## config.mk

```make
export PLATFORM = sky130hd
export DESIGN_NAME = alu_cmd_sequencer
export DESIGN_NICKNAME = d
export VERILOG_FILES = /design/src/rtl/alu_cmd_sequencer.sv
export SDC_FILE = /design/constraint.sdc
export NUM_CORES = 1
export LEC_CHECK = 0
export CAP_MARGIN = 10
export CORE_MARGIN = 2
export CORE_UTILIZATION = 58
export DETAILED_ROUTE_END_ITERATION = 16
export GPL_TIMING_DRIVEN = 0
export PLACE_DENSITY_LB_ADDON = 0.25
export SYNTH_ARGS = -nofsm -noshare
export SYNTH_HDL_FRONTEND = slang
export SYNTH_SLANG_ARGS = --single-unit
```

## constraint.sdc

```tcl
create_clock -name clk -period 4.36 [get_ports clk]
set_input_delay 1.09 -clock clk [delete_from_list [all_inputs] [get_ports clk]]
set_output_delay 1.09 -clock clk [all_outputs]
set_load 0.02 [all_outputs]
```

## src/rtl/alu_cmd_sequencer.sv

```systemverilog
`timescale 1ns/1ps
// alu_cmd_sequencer
// Initiator-side driver for a 5-bit signed ALU. Commands arrive over a
// valid/ready interface and are buffered in a DEPTH-entry FIFO. One command
// at a time is issued to the ALU pins. The registered ALU result is captured
// and returned with the command tag over a valid/ready response interface.
//
// Ports
//   clk, rst_n                  clock, asynchronous active-low reset
//   cmd_valid/cmd_ready         command handshake (cmd_ready = FIFO not full)
//   cmd_a, cmd_b                signed operands
//   cmd_mode                    01 A-group, 10 B-group, 00 nop, 11 illegal
//   cmd_op                      opcode (B-group uses cmd_op[1:0])
//   cmd_tag                     user tag, returned on rsp_tag
//   alu_*                       registered ALU drive pins
//   alu_res                     registered ALU result
//   rsp_valid/rsp_ready         response handshake
//   rsp_data, rsp_tag, rsp_err  response payload (rsp_err = illegal mode)
//   busy                        FSM active or FIFO non-empty
//   fifo_count                  current FIFO occupancy
module alu_cmd_sequencer #(
  parameter int DEPTH = 4,
  parameter int TAG_W = 4
) (
  input  logic                    clk,
  input  logic                    rst_n,
  input  logic                    cmd_valid,
  output logic                    cmd_ready,
  input  logic [4:0]              cmd_a,
  input  logic [4:0]              cmd_b,
  input  logic [1:0]              cmd_mode,
  input  logic [2:0]              cmd_op,
  input  logic [TAG_W-1:0]        cmd_tag,
  output logic [4:0]              alu_a,
  output logic [4:0]              alu_b,
  output logic                    alu_en,
  output logic [2:0]              alu_a_op,
  output logic [1:0]              alu_b_op,
  output logic                    alu_a_en,
  output logic                    alu_b_en,
  input  logic [5:0]              alu_res,
  output logic                    rsp_valid,
  input  logic                    rsp_ready,
  output logic [5:0]              rsp_data,
  output logic [TAG_W-1:0]        rsp_tag,
  output logic                    rsp_err,
  output logic                    busy,
  output logic [$clog2(DEPTH):0]  fifo_count
);

  localparam int AW = $clog2(DEPTH);
  localparam int CW = AW + 1;
  localparam int EW = 15 + TAG_W;

  typedef enum logic [1:0] {
    S_IDLE,
    S_ISSUE,
    S_CAPTURE,
    S_RESP
  } state_t;

  state_t           r_state;
  logic [EW-1:0]    r_mem [DEPTH];
  logic [AW-1:0]    r_wr_ptr;
  logic [AW-1:0]    r_rd_ptr;
  logic [CW-1:0]    r_count;

  logic             w_push;
  logic             w_pop;
  logic [EW-1:0]    w_wr_entry;
  logic [EW-1:0]    w_head;
  logic [4:0]       w_head_a;
  logic [4:0]       w_head_b;
  logic [1:0]       w_head_mode;
  logic [2:0]       w_head_op;
  logic [TAG_W-1:0] w_head_tag;

  assign w_wr_entry = {cmd_tag, cmd_op, cmd_mode, cmd_b, cmd_a};
  assign w_head     = r_mem[r_rd_ptr];
  assign {w_head_tag, w_head_op, w_head_mode, w_head_b, w_head_a} = w_head;

  // cmd_ready depends on the count only, so a full FIFO never accepts, even
  // in the cycle it is popped.
  assign cmd_ready  = (r_count != CW'(DEPTH));
  assign w_push     = cmd_valid && cmd_ready;
  assign w_pop      = (r_state == S_IDLE) && (r_count != '0);
  assign fifo_count = r_count;
  assign busy       = (r_state != S_IDLE) || (r_count != '0);

  // FIFO storage carries no reset; the pointers and count define validity.
  always_ff @(posedge clk) begin
    if (w_push) begin
      r_mem[r_wr_ptr] <= w_wr_entry;
    end
  end

  always_ff @(posedge clk or negedge rst_n) begin
    if (!rst_n) begin
      r_wr_ptr  <= '0;
      r_rd_ptr  <= '0;
      r_count   <= '0;
      r_state   <= S_IDLE;
      alu_a     <= '0;
      alu_b     <= '0;
      alu_en    <= 1'b0;
      alu_a_op  <= '0;
      alu_b_op  <= '0;
      alu_a_en  <= 1'b0;
      alu_b_en  <= 1'b0;
      rsp_valid <= 1'b0;
      rsp_data  <= '0;
      rsp_tag   <= '0;
      rsp_err   <= 1'b0;
    end else begin
      // FIFO bookkeeping
      if (w_push) begin
        r_wr_ptr <= r_wr_ptr + AW'(1);
      end
      if (w_pop) begin
        r_rd_ptr <= r_rd_ptr + AW'(1);
      end
      case ({w_push, w_pop})
        2'b10:   r_count <= r_count + CW'(1);
        2'b01:   r_count <= r_count - CW'(1);
        default: r_count <= r_count;
      endcase

      // ALU pins are zero unless the next cycle is ISSUE; ISSUE lasts exactly
      // one cycle, so this default also clears them on entry to CAPTURE.
      alu_a    <= '0;
      alu_b    <= '0;
      alu_en   <= 1'b0;
      alu_a_op <= '0;
      alu_b_op <= '0;
      alu_a_en <= 1'b0;
      alu_b_en <= 1'b0;

      case (r_state)
        S_IDLE: begin
          if (w_pop) begin
            rsp_tag <= w_head_tag;
            case (w_head_mode)
              2'b01: begin
                alu_en   <= 1'b1;
                alu_a_en <= 1'b1;
                alu_a_op <= w_head_op;
                alu_a    <= w_head_a;
                alu_b    <= w_head_b;
                r_state  <= S_ISSUE;
              end
              2'b10: begin
                alu_en   <= 1'b1;
                alu_b_en <= 1'b1;
                alu_b_op <= w_head_op[1:0];
                alu_a    <= w_head_a;
                alu_b    <= w_head_b;
                r_state  <= S_ISSUE;
              end
              2'b00: begin
                rsp_data  <= '0;
                rsp_err   <= 1'b0;
                rsp_valid <= 1'b1;
                r_state   <= S_RESP;
              end
              default: begin
                rsp_data  <= '0;
                rsp_err   <= 1'b1;
                rsp_valid <= 1'b1;
                r_state   <= S_RESP;
              end
            endcase
          end
        end
        S_ISSUE: begin
          r_state <= S_CAPTURE;
        end
        S_CAPTURE: begin
          // The ALU registers its result on the ISSUE edge; it is valid now.
          rsp_data  <= alu_res;
          rsp_err   <= 1'b0;
          rsp_valid <= 1'b1;
          r_state   <= S_RESP;
        end
        S_RESP: begin
          if (rsp_ready) begin
            rsp_valid <= 1'b0;
            r_state   <= S_IDLE;
          end
        end
        default: begin
          r_state <= S_IDLE;
        end
      endcase
    end
  end

endmodule

```

* After elaboration in Yosys (flattened, before gate mapping)
Memory sizes are Yosys's and may differ from the RTL's.
Index checks and enable logic that the tools add are counted.
** Operators by class
- $add $sub $neg :: 4
- Equality and inequality tests :: 11
- Mux-type cells :: 38
- Reductions and logical operators :: 15
** Operators by type and width (number)
- 2-to-1 mux 5 bit :: 6
- 2-to-1 mux 1 bit :: 15
- 2-to-1 mux 2 bit :: 6
- 2-to-1 mux 6 bit :: 2
- one-hot mux 6 bit (2 select lines) :: 1
- 2-to-1 mux 3 bit :: 3
- equality test 2 bit (second input constant) :: 4
- one-hot mux 2 bit (4 select lines) :: 1
- equality test 2 x 1 -> 1 bit (second input constant) :: 3
- != test 2 bit (second input constant) :: 3
- one-hot mux 3 bit (2 select lines) :: 1
- nonzero test 2 bit :: 3
- nonzero test 3 bit :: 2
- adder 2 x 1 -> 2 bit (second input constant) :: 2
- zero test 2 bit :: 2
- one-hot mux 1 bit (2 select lines) :: 2
- AND reduction 2 bit :: 2
- AND reduction 4 bit :: 1
- adder 3 x 1 -> 3 bit (second input constant) :: 1
- != test 3 bit (second input constant) :: 1
- one-hot mux 1 bit (3 select lines) :: 1
- AND reduction 3 bit :: 1
- subtractor 3 x 1 -> 3 bit (second input constant) :: 1
- logical AND 1 bit :: 2
- other kinds (2) :: 2
** Storage, ports and cells
- Register bits after elaboration :: 39
- Bits in writable memories :: 76
- Input bits :: 29
- Output and inout bits :: 35
- Word-level logic and storage cells :: 84
- Memories :: 1
** Memory list
- r_mem :: words 4, width 19, rd ports 1, clocked after Yosys merged registers in 0, wr ports 1, RTL line 63 : logic [EW-1:0] r_mem [DEPTH];

* Depth between registers and ports, before layout
An unclocked memory read counts as a cell.
- Depth in word-level cells :: 6
- Gate-level depth with buffers :: 11
- Mapped depth without buffers :: 9

* Worst setup path before layout
OpenSTA, ideal clock, no wires.
- Path kind :: input port to flip-flop
- Start :: input cmd_valid
- End :: register r_count[2], in the netlist fifo_count[2]
- Library setup time :: 0.080 ns
- Arrival :: 2.226 ns
- Path slack :: 2.054 ns
- Stages :: 8
- Buffers on the path :: 0
- Path through :: and2_4 > inv_1 > ha_1 > inv_1 > fa_1 > xor2_1 > nor2_1 > xor2_1
** On the way
- Longest elaborated chain between the ends :: 3
** Ends and longest elaborated chain
- from (decl) :: RTL line 27 : input logic cmd_valid,
- logical AND 1 bit (*) :: RTL line 85 : assign w_push = cmd_valid && cmd_ready;
- equality test 2 x 1 -> 1 bit or equality test 2 bit (tied branches) :: RTL line 122 : case ({w_push, w_pop})
- one-hot mux 3 bit (2 select lines) or nonzero test 2 bit (tied branches)
- to (signal assigned) :: RTL line 123 : 2'b10: r_count <= r_count + CW'(1);
- to (signal assigned) :: RTL line 124 : 2'b01: r_count <= r_count - CW'(1);
- to (signal assigned) :: RTL line 125 : default: r_count <= r_count;
- to (decl) :: RTL line 66 : logic [CW-1:0] r_count;
Every way passes the cells marked *; elsewhere a longest branch is shown, timed or not.
A chain may end at the register's enable or synchronous reset.

* Worst setup path in the final report
- Start :: register r_state[0]
- End :: output busy
** On the way
- Longest elaborated chain between the ends :: 2
** Ends and longest elaborated chain
- from (decl) :: RTL line 62 : state_t r_state;
- from (signal assigned) :: RTL line 102 : r_state <= S_IDLE;
- from (signal assigned) :: RTL line 149 : r_state <= S_ISSUE;
- from (signal assigned) :: RTL line 157 : r_state <= S_ISSUE;
- nonzero test 2 bit :: RTL line 88 : assign busy = (r_state != S_IDLE) || (r_count != '0);
- logical OR 1 bit :: RTL line 88
- to (decl) :: RTL line 47 : output logic busy,
No other way between the ends.

==> impl_metrics.ini <==
[place]
io_buffer_count = 63
dp_hpwl_mm = 4.79
dp_slack_ps = 1490
gp_congestion = 0.749

[timing]
period_needed_ps = 3110
fin_tns_setup_ps = 0
drv_slew = 0
fin_ws_ps = 1250
setup_viol = 0
skew_ps = 10.8
rsz0062_at_grt = false
hold_viol_final = 0
fmax_mhz = 321
period_share_pct = 71.4
tightest_slew_ps = 895
max_slew_margin_pct = 40.4
fin_hold_ws_ps = 492

[critical_path]
cp-start-kind = flip-flop
r2r_end = rsp_data[0]
crit_path_end_kind = output port
reg2reg_from = r_rd_ptr[1]
cp_max_fo = 10
required_ps = 3270
r2r.worst_path.cells = 6
r2r_slack_ps = 1770
path_class = reg -> out
critPathArrivalTime_ps = 2020

[pwr]
switchingPower_mw = 1.39
p_sw_share_pct = 30.2
leakage_nw = 2.26
p_int_mw = 3.20
power_density_nw_per_um2 = 785
vdd_drop_max_mv = 0.453
clkPwrFrac_pct = 32.4
combPwrFrac_pct = 32.4
power_frac_seq_pct = 35.2

[logic_synthesis]
syn_nets = 272
synth_area_um2 = 4460
avgSynthCellArea_um2 = 19.4
yosys_warnings = 0
synth.distinct_cells = 35
synth_seq_cells = 115
syn-instance-count = 230
ys_seq_area_share_pct = 73.1
synthArstFlopShare_pct = 33.9
synth-edff-count = 76
ys.flop_type = edfxtp_1

[die]
io_pins = 64
die_w_um = 91.7
core.rowCount = 31
core_area_um2 = 7330
start_util_pct = 60.8
dieArea_um2 = 8400
die_h_um = 91.7

[status]
status = completed

[hold_path]
hold-path-endpoint = rsp_data[4]
hp-class = reg -> reg
hold_depth = 1
min_from = rsp_data[4]

[layout]
syn2layout_area_growth_pct = 31.1
seq_area_um2 = 3260
multi_input_area_um2 = 1110
num-fill-cells = 376
num_antenna_cells = 0
nets = 354
drive_above_1_share_pct = 20.9

[cts]
cts.sink_count = 115
cts-root-buf = clkbuf_8
cts_buffer_depth = 2
clock_latency_ps = 520
cts_setup_buffers = 0
clk_pin_slew_ps = 60
cts_resized = 0
postCtsHoldBufs = 0
htree_levels = 4
cts_tree = yes
cts_inserted_buffers = 17

[grt]
grt_pass1_wl_mm = 13.5
grt_use_total_pct = 22.5
grt_pass1_vias = 2538
grt_max_degree = 40
grt.overflow.total = 0
antenna_found_initial = 0

[drt]
dr.pass1.iters = 6
drt_iter0_markers = 150
dr_total_vias = 2390
routed_wl_mm = 8.56
drc_errors = 0
ant_nets = 0
wl_per_cell_um = 20.2
viasPerCell = 5.64

[run]
max_cap_viol_count = 0
-- stage by stage --
stage               power (mW)  instances  area (um2)  util (%)
floorplan                 2.58        230        4460         -
global placement          3.05        392        5210      71.1
detailed placement        3.10        392        5210      71.0
CTS                       4.62        424        5850      79.7
global route              4.80        424        5850      79.7
finish                    4.59        424        5850      79.7
-- registers in the layout, indices dropped and copies added, names as in the netlist --
register,cells
fifo_count,3
rsp_err,1
r_state,2
r_mem,76
rsp_valid,1
rsp_tag,4
alu_b,5
alu_a_op,3
r_wr_ptr,2
alu_en,1
alu_b_op,2
r_rd_ptr,2
rsp_data,6
alu_a,5
alu_a_en,1
alu_b_en,1
-- synth_stat cells, drive strengths merged (2+ instances only) --
cell | n | area share (%)
mux4 | 19 | 9.9
mux2 | 7 | 1.9
buf | 5 | 0.76
xnor2 | 3 | 0.59
xor2 | 3 | 0.59
a21o | 2 | 0.34
nand2 | 3 | 0.25
and3 | 9 | 1.4
inv | 13 | 1.1
dfrtp | 39 | 22
ha | 12 | 3.4
nor2b | 12 | 1.7
nor2 | 2 | 0.17
edfxtp | 76 | 51
o21ai | 2 | 0.22
and2 | 3 | 0.48
a32o | 6 | 1.3
clkbuf | 3 | 0.25
-- worst max-delay path, stage by stage (launching register included) --
cell             delay, ps
dfrtp_1                400
inv_1                   80
ha_1                   190
buf_2                  170
nand2_1                 70
clkdlybuf4s50_1        590
-- metal layers --
| layer | wire length, um | GRT usage [%] |
|---|---|---|
| met5 | 0 | 0 |
| met4 | 154 | 9.09 |
| met3 | 446 | 7.72 |
| met2 | 4420 | 36.9 |
| met1 | 3540 | 27.5 |
-- cell type report --
class / instances / share of cell area [%]
clock inverters: 13 / 3.53
well taps: 99 / 2.12
clock buffers: 19 / 7.38
multi-input cells: 94 / 18.9
repair buffers: 63 / 10.7
flip-flops and latches: 115 / 55.7
inverters: 13 / 0.835
plain buffers: 8 / 0.771
-- how the worst max path moves through the flow --
stage,start,end,slack (ps)
after floorplan,cmd_valid,fifo_count[2],2050
after global placement,rst_n,rsp_tag[3],1200
after detailed placement,cmd_valid,fifo_count[2],1490
after CTS,fifo_count[1],busy,1230
after global routing,fifo_count[1],busy,1110
final,r_state[0],busy,1250
-- cells by family after synthesis --
family	count (synthesis)	share of synthesized area (%)
AOI/OAI and AO/OA	15	3.12
xor gates and xnor gates	6	1.18
adders and majority gates	13	3.82
buffers and inverters	21	2.10
DFF	115	73.1
muxes	27	12.0
and+or+nand+nor	33	4.69
-- power groups by stage --
stage / combinational (mW) / sequential [mW] / clock (mW)
6_report: 1.49 / 1.62 / 1.49
5_1_grt: 1.61 / 1.64 / 1.55
4_1_cts: 1.51 / 1.62 / 1.50
3_5_place_dp: 1.47 / 1.63 / 0
3_3_place_gp: 1.44 / 1.61 / 0
2_1_floorplan: 0.837 / 1.74 / 0
-- cell usage in the layout, fill, tap and decap left out, drive strengths merged, types with 3 or more instances in the layout --
master / instances
and3: 9
clkbuf: 22
mux2: 7
ha: 12
xor2: 3
inv: 14
bufinv: 5
clkinvlp: 5
buf: 6
clkdlybuf4s50: 62
edfxtp: 76
xnor2: 3
and2: 3
nand2: 3
nor2b: 12
a32o: 6
dfrtp: 39
mux4: 19
Note: power is estimated with default switching activity, not from simulation.
